## config.mk

```make
export PLATFORM = sky130hd
export DESIGN_NAME = snake_move_sequencer
export DESIGN_NICKNAME = d
export VERILOG_FILES = /design/src/rtl/snake_move_sequencer.sv
export SDC_FILE = /design/constraint.sdc
export NUM_CORES = 1
export LEC_CHECK = 0
export ABC_AREA = 1
export CORE_MARGIN = 2
export CORE_UTILIZATION = 50
export CTS_BUF_LIST = sky130_fd_sc_hd__clkbuf_8
export DETAILED_ROUTE_END_ITERATION = 16
export PLACE_DENSITY_LB_ADDON = 0.05
export SETUP_SLACK_MARGIN = 0.3
export SYNTH_ARGS = -nofsm -noshare
export SYNTH_HDL_FRONTEND = slang
export SYNTH_SLANG_ARGS = --single-unit
export TNS_END_PERCENT = 30
```

## constraint.sdc

```tcl
create_clock -name vga_clk -period 9.1 [get_ports vga_clk]
set_input_delay 2.73 -clock vga_clk [delete_from_list [all_inputs] [get_ports vga_clk]]
set_output_delay 2.73 -clock vga_clk [all_outputs]
set_load 0.02 [all_outputs]
```

## src/rtl/snake_move_sequencer.sv

```systemverilog
// Player-1 snake game-state controller: each game tick steers the head, walks the body
// one segment per cycle for collisions, applies apple growth and commits snake_data atomically.
module snake_move_sequencer #(
    parameter int BOARD_W  = 40,
    parameter int MAX_LEN  = 49,
    parameter int TICK_DIV = 2500000
) (
    input  logic         vga_clk,
    input  logic         reset,
    input  logic         up,
    input  logic         down,
    input  logic         left,
    input  logic         right,
    input  logic         start,
    input  logic [31:0]  apple_pos,
    output logic [359:0] snake_data,
    output logic         apple_eaten,
    output logic         busy
);
    localparam int RW         = $clog2(BOARD_W);
    localparam int LW         = $clog2(MAX_LEN + 1);
    localparam int DIR_W      = 2 * (MAX_LEN + 1);
    localparam int PAD_W      = 200 - DIR_W;
    localparam int CW         = $clog2(TICK_DIV);
    localparam int START_HEAD = 415;
    localparam int START_LEN  = 9;

    localparam logic [1:0] ST_IDLE = 2'd1;
    localparam logic [1:0] ST_PLAY = 2'd2;
    localparam logic [1:0] ST_OVER = 2'd3;

    localparam logic [1:0] HD_UP    = 2'b00;
    localparam logic [1:0] HD_RIGHT = 2'b01;
    localparam logic [1:0] HD_DOWN  = 2'b10;
    localparam logic [1:0] HD_LEFT  = 2'b11;

    localparam logic [CW-1:0] TICK_LAST = CW'(TICK_DIV - 1);

    typedef enum logic [2:0] {S_IDLE, S_WAIT, S_CALC, S_WALK, S_COMMIT, S_OVER} state_t;

    // Cells are held as row/col so wall tests and walker steps need no division.
    typedef struct packed {
        logic [RW-1:0] row;
        logic [RW-1:0] col;
    } cell_t;

    localparam cell_t START_CELL = {RW'(START_HEAD / BOARD_W), RW'(START_HEAD % BOARD_W)};

    function automatic cell_t step(input cell_t c, input logic [1:0] d);
        cell_t n;
        n = c;
        case (d)
            HD_UP:    n.row = c.row - RW'(1);
            HD_RIGHT: n.col = c.col + RW'(1);
            HD_DOWN:  n.row = c.row + RW'(1);
            default:  n.col = c.col - RW'(1);
        endcase
        return n;
    endfunction

    function automatic logic [31:0] cell_idx(input cell_t c);
        return 32'(c.row) * 32'(BOARD_W) + 32'(c.col);
    endfunction

    state_t           state_q, state_d;
    logic [1:0]       stage_q, stage_d;
    cell_t            head_q, head_d;
    logic [LW-1:0]    len_q, len_d;
    logic [DIR_W-1:0] dir_q, dir_d;
    logic [1:0]       last_hd_q, last_hd_d;
    logic [1:0]       pend_hd_q, pend_hd_d;
    logic [1:0]       cur_hd_q, cur_hd_d;
    cell_t            new_q, new_d;
    logic             grow_q, grow_d;
    logic             fail_q, fail_d;
    cell_t            walk_q, walk_d;
    logic [LW-1:0]    idx_q, idx_d;
    logic [CW-1:0]    cnt_q, cnt_d;
    logic             eaten_q, eaten_d;
    logic [3:0]       btn_s1_q, btn_s2_q;  // {up, right, down, left}, active-low

    logic [3:0]       btn_on;
    logic             req_valid;
    logic [1:0]       req_hd;
    logic             tick;
    logic [DIR_W-1:0] dir_shift;
    cell_t            seg;
    logic [LW-1:0]    walk_last;
    logic             wall;

    assign btn_on    = ~btn_s2_q;
    assign req_valid = |btn_on;
    assign tick      = (stage_q == ST_PLAY) && (cnt_q == TICK_LAST);
    assign dir_shift = dir_q >> {idx_q, 1'b0};
    assign seg       = step(walk_q, dir_shift[1:0]);
    // Without growth the tail cell is vacated by this move, so it is not compared.
    assign walk_last = grow_q ? len_q : len_q - LW'(1);

    always_comb begin
        if (btn_on[3])      req_hd = HD_UP;
        else if (btn_on[2]) req_hd = HD_RIGHT;
        else if (btn_on[1]) req_hd = HD_DOWN;
        else                req_hd = HD_LEFT;
    end

    // NOTE: every signal written here gets its default first, so no path can infer a latch.
    always_comb begin
        state_d   = state_q;
        stage_d   = stage_q;
        head_d    = head_q;
        len_d     = len_q;
        dir_d     = dir_q;
        last_hd_d = last_hd_q;
        pend_hd_d = pend_hd_q;
        cur_hd_d  = cur_hd_q;
        new_d     = new_q;
        grow_d    = grow_q;
        fail_d    = fail_q;
        walk_d    = walk_q;
        idx_d     = idx_q;
        cnt_d     = cnt_q;
        eaten_d   = 1'b0;
        wall      = 1'b0;

        if (req_valid && (req_hd != (last_hd_q ^ 2'b10))) pend_hd_d = req_hd;
        if (stage_q == ST_PLAY) cnt_d = tick ? '0 : cnt_q + CW'(1);

        case (state_q)
            S_IDLE, S_OVER: begin
                if (start) begin
                    stage_d   = ST_PLAY;
                    head_d    = START_CELL;
                    len_d     = LW'(START_LEN);
                    dir_d     = {(MAX_LEN + 1){HD_LEFT}};
                    pend_hd_d = HD_RIGHT;
                    last_hd_d = HD_RIGHT;
                    cnt_d     = '0;
                    state_d   = S_WAIT;
                end
            end
            S_WAIT: begin
                if (tick) begin
                    cur_hd_d = pend_hd_q;
                    state_d  = S_CALC;
                end
            end
            S_CALC: begin
                new_d = step(head_q, cur_hd_q);
                case (cur_hd_q)
                    HD_UP:    wall = (head_q.row == '0);
                    HD_RIGHT: wall = (head_q.col == RW'(BOARD_W - 1));
                    HD_DOWN:  wall = (head_q.row == RW'(BOARD_W - 1));
                    default:  wall = (head_q.col == '0);
                endcase
                grow_d  = (cell_idx(new_d) == apple_pos) && (len_q < LW'(MAX_LEN));
                fail_d  = wall;
                walk_d  = head_q;
                idx_d   = '0;
                state_d = wall ? S_COMMIT : S_WALK;
            end
            S_WALK: begin
                if (seg == new_q) begin
                    fail_d  = 1'b1;
                    state_d = S_COMMIT;
                end else if (idx_q + LW'(1) == walk_last) begin
                    state_d = S_COMMIT;
                end else begin
                    walk_d = seg;
                    idx_d  = idx_q + LW'(1);
                end
            end
            S_COMMIT: begin
                if (fail_q) begin
                    stage_d = ST_OVER;
                    state_d = S_OVER;
                end else begin
                    head_d    = new_q;
                    dir_d     = {dir_q[DIR_W-3:0], cur_hd_q ^ 2'b10};
                    len_d     = len_q + LW'(grow_q);
                    eaten_d   = grow_q;
                    last_hd_d = cur_hd_q;
                    state_d   = S_WAIT;
                end
            end
            default: state_d = S_IDLE;
        endcase
    end

    // NOTE: sequential state uses non-blocking assignments so every flop samples pre-edge values.
    always_ff @(posedge vga_clk or posedge reset) begin
        if (reset) begin
            btn_s1_q  <= '1;
            btn_s2_q  <= '1;
            state_q   <= S_IDLE;
            stage_q   <= ST_IDLE;
            head_q    <= START_CELL;
            len_q     <= LW'(START_LEN);
            dir_q     <= {(MAX_LEN + 1){HD_LEFT}};
            last_hd_q <= HD_RIGHT;
            pend_hd_q <= HD_RIGHT;
            cur_hd_q  <= HD_RIGHT;
            new_q     <= START_CELL;
            grow_q    <= 1'b0;
            fail_q    <= 1'b0;
            walk_q    <= START_CELL;
            idx_q     <= '0;
            cnt_q     <= '0;
            eaten_q   <= 1'b0;
        end else begin
            btn_s1_q  <= {up, right, down, left};
            btn_s2_q  <= btn_s1_q;
            state_q   <= state_d;
            stage_q   <= stage_d;
            head_q    <= head_d;
            len_q     <= len_d;
            dir_q     <= dir_d;
            last_hd_q <= last_hd_d;
            pend_hd_q <= pend_hd_d;
            cur_hd_q  <= cur_hd_d;
            new_q     <= new_d;
            grow_q    <= grow_d;
            fail_q    <= fail_d;
            walk_q    <= walk_d;
            idx_q     <= idx_d;
            cnt_q     <= cnt_d;
            eaten_q   <= eaten_d;
        end
    end

    assign snake_data  = {30'd0, stage_q, 32'd0, {(32 - LW){1'b0}}, len_q, 32'd0,
                          cell_idx(head_q), {PAD_W{1'b0}}, dir_q};
    assign apple_eaten = eaten_q;
    assign busy        = (state_q == S_CALC) || (state_q == S_WALK) || (state_q == S_COMMIT);

endmodule

```

==> impl_metrics.env <==
export IMPL_yosys_most_used_dff="dfstp_2"
export IMPL_start_util=0.507
export IMPL_hold_path_class="register to register"
export IMPL_dr_total_vias=11056
export IMPL_max_slew_margin=0.339
export IMPL_fmax_mhz=166
export IMPL_dp_cells=2179
export IMPL_ys_warn_count=0
export IMPL_synthArstFlopShare=1.00
export IMPL_grt_pass1_wl_um=54100
export IMPL_diodes=0
export IMPL_overflow=0
export IMPL_power_share_sequential=0.526
export IMPL_io_buffers=160
export IMPL_internal_power_mw=1.15
export IMPL_post_cts_setup_buffers=0
export IMPL_areaGrowthSynthToFinish_pct=9.14
export IMPL_htree_num_levels=4
export IMPL_totalWireLength_um=34100
export IMPL_preCtsSetupSlack_ps=3530
export IMPL_arrival_ps=3310
export IMPL_vias_per_cell=5.00
export IMPL_cts_sinks=191
export IMPL_synth_cell_types=49
export IMPL_nets=1950
export IMPL_first_iter_violations=964
export IMPL_die_h_um=169
export IMPL_cts_tree="yes"
export IMPL_path_clk_slew_ps=120
export IMPL_dieArea_sq_mm=0.0285
export IMPL_worstSetupEndpointType="output pin"
export IMPL_yosysSeqAreaShare=0.364
export IMPL_stdcell_count=2211
export IMPL_clockRootBuffer="clkbuf_8"
export IMPL_wl_per_cell_um=15.4
export IMPL_clkPwrFrac=0.351
export IMPL_power_switching_uw=512
export IMPL_syn_area_sq_mm=0.0136
export IMPL_dp_hpwl_um=25000
export IMPL_cap_violations=0
export IMPL_fin_skew_ps=24.4
export IMPL_antenna_found_initial=0
export IMPL_ys_ff_latch=191
export IMPL_drc=0
export IMPL_cts_hold_fix_buffers=0
export IMPL_coreArea_sq_mm=0.0268
export IMPL_hold_viol=0
export IMPL_post_route_period_util=0.664
export IMPL_setup_viol=0
export IMPL_powerDensity_mw_per_mm2=112
export IMPL_finalWorstSetupSlack_ps=3060
export IMPL_pin_count=401
export IMPL_clk_latency_ps=490
export IMPL_finalMaxSlewViolations=0
export IMPL_period_minus_slack_ps=6040
export IMPL_leakagePower_nw=7.34
export IMPL_grt_start_max_net_pins=106
export IMPL_max_vdd_ir_drop_v=0.0000864
export IMPL_syn_avg_cell_area_sq_um=7.83
export IMPL_cts_buffers=17
export IMPL_p_sw_frac=0.308
export IMPL_grtUsageTotal=0.239
export IMPL_startpoint_type="register"
export IMPL_fp_row_count=60
export IMPL_dr_pass1_iters=5
export IMPL_grt_pass1_vias=9989
export IMPL_gp_congestion=0.906
export IMPL_grt_setup_unrepaired="no"
export IMPL_ctsResizeCount=0
export IMPL_clockBufferDepth=2
export IMPL_power_frac_comb=0.123
export IMPL_worst_pin_slew_ps=990
export IMPL_drtAntennaViolNets=0
export IMPL_die_x_um=169
export IMPL_syn_inst=1735
export IMPL_synth_edff_count=0
export IMPL_outcome="complete, no violations"
export IMPL_critPathKind="register to output pin"
export IMPL_required_ps=6370
export IMPL_setup_tns_ps=0
export IMPL_drive_above_1_share=0.103
export IMPL_critPathMaxFanout=8
final timing paths:
| check | startpoint | end | slack (ps) | cells past startpoint |
|---|---|---|---|---|
| max in group asynchronous | reset | walk_q[2] | 5100 | 3 |
| min in group asynchronous | reset | cnt_q[5] | 2840 | 2 |
| max | head_q[9] | snake_data[210] | 3060 | 9 |
| min reg2reg | btn_s1_q[0] | btn_s2_q[0] | 350 | 0 |
| min | btn_s1_q[0] | btn_s2_q[0] | 350 | 0 |
| max reg2reg | idx_q[0] | walk_q[10] | 3860 | 30 |
cells in the mapped netlist (2+ instances only):
| master | count | area share |
|---|---|---|
| nand2_4 | 2 | 0.0017 |
| o211ai_1 | 13 | 0.0072 |
| xor2_1 | 40 | 0.026 |
| nor2_1 | 95 | 0.026 |
| nand2_2 | 4 | 0.0018 |
| or2_2 | 3 | 0.0014 |
| a31oi_1 | 7 | 0.0032 |
| or4_1 | 3 | 0.0017 |
| clkbuf_1 | 37 | 0.010 |
| a21o_1 | 2 | 0.0011 |
| a21oi_1 | 43 | 0.016 |
| o21ai_0 | 164 | 0.060 |
| a211oi_1 | 4 | 0.0022 |
| o21bai_1 | 2 | 0.0011 |
| o22ai_1 | 7 | 0.0032 |
| o21ai_1 | 2 | 0.00074 |
| nor2_2 | 2 | 0.00092 |
| a22oi_1 | 47 | 0.026 |
| buf_2 | 5 | 0.0018 |
| nand3b_1 | 9 | 0.0050 |
| nor3_1 | 15 | 0.0055 |
| nand3_1 | 140 | 0.052 |
| xnor2_1 | 22 | 0.014 |
| buf_6 | 10 | 0.0083 |
| dfrtp_1 | 60 | 0.11 |
| buf_4 | 254 | 0.14 |
| nor4_1 | 8 | 0.0037 |
| buf_1 | 2 | 0.00055 |
| nand2_1 | 297 | 0.082 |
| o21a_1 | 3 | 0.0017 |
| and3_1 | 2 | 0.00092 |
| inv_1 | 214 | 0.059 |
| dfstp_2 | 131 | 0.25 |
| nand4_1 | 19 | 0.0088 |
| ha_1 | 46 | 0.042 |
| fa_1 | 8 | 0.012 |
through the flow:
| stage | cell area (sq um) | utilization | total power, mW | hold slack [ps] |
|---|---|---|---|---|
| after floorplan | 14500 | - | 1.12 | 345 |
| after global placement | 14400 | 0.538 | 1.09 | 346 |
| after detailed placement | 14400 | 0.538 | 1.09 | 348 |
| after CTS | 14800 | 0.553 | 1.67 | 347 |
| after global routing | 14800 | 0.553 | 1.73 | 344 |
| final | 14800 | 0.553 | 1.66 | 351 |
power by group through the flow:
stage	Sequential (mW)	Clock [mW]	Combinational, mW
after floorplan	0.891	0	0.228
after global placement	0.888	0	0.202
after detailed placement	0.888	0	0.204
after CTS	0.874	0.596	0.204
after global routing	0.876	0.630	0.224
final	0.874	0.583	0.205
final cells by class:
cell class                      instances  area, sq um
Multi-Input combinational cell       1259         6550
Clock buffer                           18          248
Fill cell                            2597        12000
Inverter                              216          816
Tap cell                              341          427
Sequential cell                       191         4940
Clock inverter                         14          153
Timing Repair Buffer                  172         1690
sequential cells by signal, indices dropped and copies added (netlist names):
register	count
walk_q	12
apple_eaten	1
btn_s2_q	4
cur_hd_q	2
cnt_q	22
new_q	12
last_hd_q	1
stage_q	2
idx_q	6
grow_q	1
btn_s1_q	4
fail_q	1
dir_q	100
pend_hd_q	2
state_q	3
len_q	6
head_q	12
worst max-delay path, stage by stage (launching register included):
cell,delay (ps)
dfstp_2,640
ha_1,260
ha_1,350
nand2_1,80
nor2_1,40
a211oi_1,310
xor2_1,180
nor3_1,200
xor2_1,160
clkdlybuf4s50_1,610
routing by layer:
| metal | wire length [um] | part of all wire | up-vias | GRT usage |
|---|---|---|---|---|
| met5 | 0 | 0 | - | 0 |
| met4 | 740 | 0.022 | 0 | 0.0738 |
| met3 | 2450 | 0.072 | 41 | 0.0463 |
| met2 | 15600 | 0.46 | 444 | 0.372 |
| met1 | 15300 | 0.45 | 5160 | 0.337 |
| li1 | - | - | 5411 | - |
cell usage in the layout, fill, tap and decap left out, types with 2 or more instances in the layout:
cell / count
o21a_1: 3
and3_1: 2
o21ai_1: 2
fa_1: 8
nor2_1: 94
nor2_2: 2
o22ai_1: 7
inv_2: 2
ha_1: 46
xor2_1: 40
or2_2: 3
nand2_4: 2
conb_1: 240
or4_1: 3
a22oi_1: 47
dfrtp_1: 59
clkbuf_8: 18
o21ai_0: 164
a21oi_1: 43
inv_1: 213
o21bai_1: 2
a31oi_1: 7
xnor2_1: 22
clkdlybuf4s50_1: 160
nand3_1: 140
nand4_1: 19
nand2_1: 296
nor4_1: 8
buf_4: 12
nor3_1: 15
inv_6: 3
nand2_2: 5
o211ai_1: 13
a21o_1: 2
a211oi_1: 4
inv_8: 4
nand3b_1: 9
clkinv_4: 3
dfstp_2: 131
logic make-up after synthesis:
family | count (synthesis) | share of synthesized area
AOI/OAI and AO/OA | 301 | 0.127
xor gates and xnor gates | 62 | 0.0400
adders and majority gates | 54 | 0.0542
buffers and inverters | 524 | 0.221
DFF | 191 | 0.364
other | 1 | 0.000276
and+or+nand+nor | 602 | 0.194
Note: power is estimated with default switching activity, not from simulation.
==> variant 1: new RTL, same settings <==
Add an input register stage for `up`, `down`, `left`, `right`, `start` and `apple_pos`, cleared by the reset; this delays them by one clock.
--- a/src/rtl/snake_move_sequencer.sv
+++ b/src/rtl/snake_move_sequencer.sv
@@ -46,6 +46,31 @@
 
     localparam cell_t START_CELL = {RW'(START_HEAD / BOARD_W), RW'(START_HEAD % BOARD_W)};
 
+    logic up_q;
+    logic down_q;
+    logic left_q;
+    logic right_q;
+    logic start_q;
+    logic [31:0] apple_pos_q;
+
+    always_ff @(posedge vga_clk or posedge reset) begin
+        if (reset) begin
+            up_q        <= '0;
+            down_q      <= '0;
+            left_q      <= '0;
+            right_q     <= '0;
+            start_q     <= '0;
+            apple_pos_q <= '0;
+        end else begin
+            up_q        <= up;
+            down_q      <= down;
+            left_q      <= left;
+            right_q     <= right;
+            start_q     <= start;
+            apple_pos_q <= apple_pos;
+        end
+    end
+
     function automatic cell_t step(input cell_t c, input logic [1:0] d);
         cell_t n;
         n = c;
@@ -127,7 +152,7 @@
 
         case (state_q)
             S_IDLE, S_OVER: begin
-                if (start) begin
+                if (start_q) begin
                     stage_d   = ST_PLAY;
                     head_d    = START_CELL;
                     len_d     = LW'(START_LEN);
@@ -152,7 +177,7 @@
                     HD_DOWN:  wall = (head_q.row == RW'(BOARD_W - 1));
                     default:  wall = (head_q.col == '0);
                 endcase
-                grow_d  = (cell_idx(new_d) == apple_pos) && (len_q < LW'(MAX_LEN));
+                grow_d  = (cell_idx(new_d) == apple_pos_q) && (len_q < LW'(MAX_LEN));
                 fail_d  = wall;
                 walk_d  = head_q;
                 idx_d   = '0;
@@ -207,7 +232,7 @@
             cnt_q     <= '0;
             eaten_q   <= 1'b0;
         end else begin
-            btn_s1_q  <= {up, right, down, left};
+            btn_s1_q  <= {up_q, right_q, down_q, left_q};
             btn_s2_q  <= btn_s1_q;
             state_q   <= state_d;
             stage_q   <= stage_d;
Formal check against the unedited RTL: not equivalent (Yosys sat finds a counterexample within 4 cycles, from zero or initial values and one cycle with reset high).
==> variant 1 against the unedited design <==
  * Count of clock-buffer cells in the layout grew 33
  * Hold slack is essentially flat
  * Synthesized area grew 5.0%
  * Sequential cell count grew 37
  * Synthesized cell count shrank 1.6%
  * Design area grew 8.1%
  * Wire length grew 5.2%
  * Register-to-register slack lost 0.27 ns
  * Worst setup slack gained 0.00088 ns
  * Sequential share of layout area grew 3.3 points
  * Critical path depth is the same
  * Highest routed layer unchanged
Power is not compared: it rests on default switching activity, and its combinational part moved more than twofold at a synthesized area within 25%.
==> variant 1: results (changes against the unedited design) <==
Outcome
Result of the run: finished, final reports clean (unchanged).

Setup path
The data arrival at the endpoint of the critical path came to 3.31 ns (about the same).

GRT
The met3 demand-to-capacity share in global routing is 4.99% (was 4.63%). The global-route usage over all layers was 23.4% (was 23.9%). The met1 track demand over resource in global routing is 32.6% (was 33.7%). The largest net degree at the start of global routing is 103 (was 106).

The global-route wire length before repair is 57,200 um (was 54,100 um). The number of global-route vias before repair is 10.8k (was 9,989). The met2 demand-to-capacity share in global routing was 36.8% (was 37.2%).

Route
The number of DRC markers in iteration 0 is 791 (was 964). The average via count per standard cell is 4.97 (was 5.00). The total iterations of the first detailed-routing run came to 6 (was 5). The wire length per cell came to 15.8 um (was 15.4 um).

Hold path
The worst min-delay path class is register to register (unchanged).

Final layout
The number of inserted filler cells in the final layout is 2,617 (was 2,597). The layout net count is 1,951 (was 1,950). The share of layout cells above drive strength 1 is 11.3% (was 10.3%). Biggest regs: dir_q (100), apple_pos_q (32), cnt_q (22) (was dir_q (100), cnt_q (22)).

Placed design
The instance area at placement came to 15,200 um2 (was 14,400 um2). The pre-CTS worst setup slack is 3.62 ns (was 3.53 ns). The routability-driven placement congestion ratio is 0.882 (was 0.906).

The quantity of I/O buffers inserted on ports is 160 (unchanged). The post-detailed-placement half-perimeter wirelength is 25,500 um (was 25,000 um).

STA
The final worst clock skew is 0.0330 ns (was 0.0244 ns). The slew at the pin closest to its max-slew limit came to 1.04 ns (was 0.990 ns).

Clocking
The clock latency of the later-clocked register in the worst-skew pair is 0.55 ns (was 0.49 ns). The clock-pin transition on the worst setup and hold timing paths was 0.06 ns (was 0.12 ns). The maximum root-to-sink buffer count is 3 (was 2). The total clock buffers created by CTS was 41 (was 17). The H-tree depth reported by CTS came to 2 (was 4).

Logic synthesis
The distinct cell type count after synthesis is 47 (was 49). Top cells by area in the synthesized netlist: sky130_fd_sc_hd__dfstp_2 24%, sky130_fd_sc_hd__dfrtp_1 17%, sky130_fd_sc_hd__buf_4 13% (was sky130_fd_sc_hd__dfstp_2 25%, sky130_fd_sc_hd__buf_4 14%, sky130_fd_sc_hd__dfrtp_1 11%). The share of synthesized registers carrying an async set or reset is 100% (unchanged). The proportion of synthesized chip area in sequential cells is 41.1% (was 36.4%). Top post-synthesis cells by count: 282 x sky130_fd_sc_hd__nand2_1, 254 x sky130_fd_sc_hd__buf_4, 220 x sky130_fd_sc_hd__inv_1 (was 297 x sky130_fd_sc_hd__nand2_1, 254 x sky130_fd_sc_hd__buf_4, 214 x sky130_fd_sc_hd__inv_1). The most instantiated flip-flop cell in the synthesis netlist is sky130_fd_sc_hd__dfstp_2 (unchanged).
variant 1: area by class of cell:
| type | count | area [um2] | area share, % |
|---|---|---|---|
| clock buffers | 51 | 702 | 4.38 |
| clock inverters | 24 | 109 | 0.680 |
| inverters | 225 | 852 | 5.32 |
| multi-input cells | 1192 | 6330 | 39.5 |
| flip-flops and latches | 228 | 5870 | 36.7 |
| well taps | 378 | 473 | 2.95 |
| repair buffers | 170 | 1680 | 10.5 |
variant 1: worst max-delay path: stages (launching register included):
cell and delay, ns:
sky130_fd_sc_hd__dfstp_2 0.61, sky130_fd_sc_hd__ha_1 0.25, sky130_fd_sc_hd__ha_1 0.19, sky130_fd_sc_hd__inv_1 0.08
sky130_fd_sc_hd__fa_1 0.47, sky130_fd_sc_hd__nor2_1 0.12, sky130_fd_sc_hd__inv_1 0.06, sky130_fd_sc_hd__nor3_1 0.21
sky130_fd_sc_hd__xor2_1 0.16, sky130_fd_sc_hd__clkdlybuf4s50_1 0.62
variant 1: per-stage QoR:
stage | power, mW | std cells
floorplan | 3.07 | 1947
global route | 4.88 | 2268
finish | 4.52 | 2268
global placement | 3.55 | 2193
detailed placement | 3.58 | 2193
CTS | 4.54 | 2268
variant 1: metal layers:
layer	up-vias	part of all wire [%]
met5	-	0
met4	0	2.2
met3	61	6.9
met2	426	46
met1	5412	44
li1	5382	-
variant 1: path summary, 6_finish.rpt:
path | endpoint | slack (ns) | from | cells after the start
setup / recovery | snake_data[210] | 3.06 | head_q[9] | 9
hold / removal | btn_s1_q[1] | 0.35 | down_q | 0
setup reg to reg | walk_q[8] | 3.59 | idx_q[0] | 27
hold reg to reg | btn_s1_q[1] | 0.35 | down_q | 0
max in group asynchronous | cnt_q[21] | 4.98 | reset | 3
min in group asynchronous | len_q[1] | 2.74 | reset | 2
variant 1: where the power goes:
part	internal [mW]	switching, mW	leakage [nW]
clock	0.506	0.433	0.488
combinational	0.760	1.47	4.92
sequential	1.22	0.133	2.63
variant 1: kinds of logic (layout without fill, tap and decap cells):
| group | after synthesis | count (layout) | share of synthesized area, % |
|---|---|---|---|
| flip-flops | 228 | 228 | 41.1 |
| other | 1 | 240 | 0.0263 |
| AND/OR/NAND/NOR | 556 | 556 | 17.0 |
| buffers and inverters | 527 | 470 | 20.8 |
| AO/OA/AOI/OAI | 278 | 278 | 12.0 |
| adder cells (fa/ha/maj) | 54 | 54 | 5.16 |
| XOR/XNOR | 64 | 64 | 3.93 |
==> variant 2: new RTL, same settings <==
Made on the original files. Set the parameter `TICK_DIV` to 5000000 (it was 2500000).
--- a/src/rtl/snake_move_sequencer.sv
+++ b/src/rtl/snake_move_sequencer.sv
@@ -3,7 +3,7 @@
 module snake_move_sequencer #(
     parameter int BOARD_W  = 40,
     parameter int MAX_LEN  = 49,
-    parameter int TICK_DIV = 2500000
+    parameter int TICK_DIV = 5000000
 ) (
     input  logic         vga_clk,
     input  logic         reset,
Behaviour: same outputs for any inputs over 10 cycles, from zero or initial values and one cycle with reset high; that may be too few to reach the edited logic, so the function may still have changed.
==> variant 2 against the unedited design <==
  * Synthesized cell count shrank 0.63%
  * Via count grew 0.46%
  * Sequential power shrank 0.8%
  * Total power shrank 2.0%
  * Synthesized area grew 0.13%
  * Die area grew 0.12%
  * Critical path type unchanged
  * Combinational power shrank 31%
  * Design area grew 0.57%
  * Worst setup slack lost 0.067 ns
  * Critical endpoint unchanged
  * Highest routed layer unchanged
  * Wire length grew 3.0%
  * Sequential cell count grew 1
  * Hold slack gained 0.014 ns
==> variant 2: results (changes against the unedited design) <==
Setup path
The end of the worst register-to-register path is idx_q[2] (was walk_q[10]). The register-to-register setup slack came to 3.75 ns (was 3.86 ns). The kind of cell adding the most delay to the critical path was adder cells (was flip-flops). The depth of the worst register-to-register path is 31 (was 30). The data arrival at the endpoint of the critical path came to 3.38 ns (was 3.31 ns). The worst flop-to-flop path startpoint was idx_q[1] (was idx_q[0]).

Route
The final routed wirelength across all metal layers is 35,100 um (was 34,100 um). The sum of met2 wire segment lengths after detailed routing is 17,100 um (was 15,600 um). The detailed route wirelength on metal3 was 1970 um (was 2450 um). The met1 wire length is 15,500 um (was 15,300 um).

The wire length per cell is 16.0 um (was 15.4 um). The number of DRC markers in iteration 0 came to 902 (was 964). The total iterations of the first detailed-routing run came to 7 (was 5).

Placed design
The pre-CTS worst setup slack is 3.50 ns (was 3.53 ns). The routability-driven placement congestion ratio was 0.872 (was 0.906). The count of placed standard cells including taps was 2,168 (was 2,179). The instance area at placement came to 14,500 um2 (was 14,400 um2).

The post-detailed-placement half-perimeter wirelength is 25,800 um (was 25,000 um).

GRT
The met3 demand-to-capacity share in global routing is 3.74% (was 4.63%). The global-route wire length before repair is 55,600 um (was 54,100 um). The number of global-route vias before repair is 10.2k (was 9,989). The met1 track demand over resource in global routing is 33.8% (was 33.7%). The largest net degree at the start of global routing is 115 (was 106).

Outcome
Result of the run: finished, final reports clean (unchanged).

Final layout
Biggest regs: dir_q (100), cnt_q (23) (was dir_q (100), cnt_q (22)). The layout net count was 1,941 (was 1,950).

Logic synthesis
The mean instance size in the synthesized netlist is 7.89 um2 (was 7.83 um2). The distinct cell type count after synthesis was 48 (was 49). Top cells by area in the synthesized netlist: sky130_fd_sc_hd__dfstp_2 25%, sky130_fd_sc_hd__buf_4 14%, sky130_fd_sc_hd__dfrtp_1 11% (unchanged). The proportion of synthesized chip area in sequential cells is 36.5% (was 36.4%).

Top post-synthesis cells by count: 295 x sky130_fd_sc_hd__nand2_1, 253 x sky130_fd_sc_hd__buf_4, 200 x sky130_fd_sc_hd__inv_1 (was 297 x sky130_fd_sc_hd__nand2_1, 254 x sky130_fd_sc_hd__buf_4, 214 x sky130_fd_sc_hd__inv_1).

Hold path
The worst hold path endpoint is btn_s2_q[3] (was btn_s2_q[0]). The launch instance of the worst min-delay path was btn_s1_q[3] (was btn_s1_q[0]).

STA
The slew at the pin closest to its max-slew limit is 1.18 ns (was 0.990 ns).

Pwr
The maximum ir drop on the vdd rail is 0.115 mV (was 0.0864 mV). The leakage power total was 7.30 nW (was 7.34 nW).
## variant 2: area by class of cell
type	count	area, um2	area share (%)
clock buffer	17	234	1.57
sequential	192	4970	33.3
inverter	204	771	5.17
tap	341	427	2.86
clock inverter	15	213	1.43
multi-input combinational	1260	6610	44.3
timing repair buffer	171	1680	11.3
## variant 2: logic make-up (layout without fill, tap and decap cells)
kind of cell | Yosys count | in the layout | synth area share, %
adder cells (fa/ha/maj) | 56 | 56 | 5.59
XOR/XNOR | 66 | 66 | 4.25
AND/OR/NAND/NOR | 593 | 593 | 19.2
buffers and inverters | 511 | 407 | 21.5
other | 1 | 240 | 0.0276
AO/OA/AOI/OAI | 305 | 305 | 12.9
flip-flops | 192 | 192 | 36.5
## variant 2: power by group through the flow
stage	logic (mW)	registers [mW]	clock network [mW]
global placement	0.140	0.881	0
finish	0.142	0.867	0.619
floorplan	0.190	0.880	0
CTS	0.141	0.867	0.632
detailed placement	0.141	0.881	0
global route	0.155	0.868	0.668
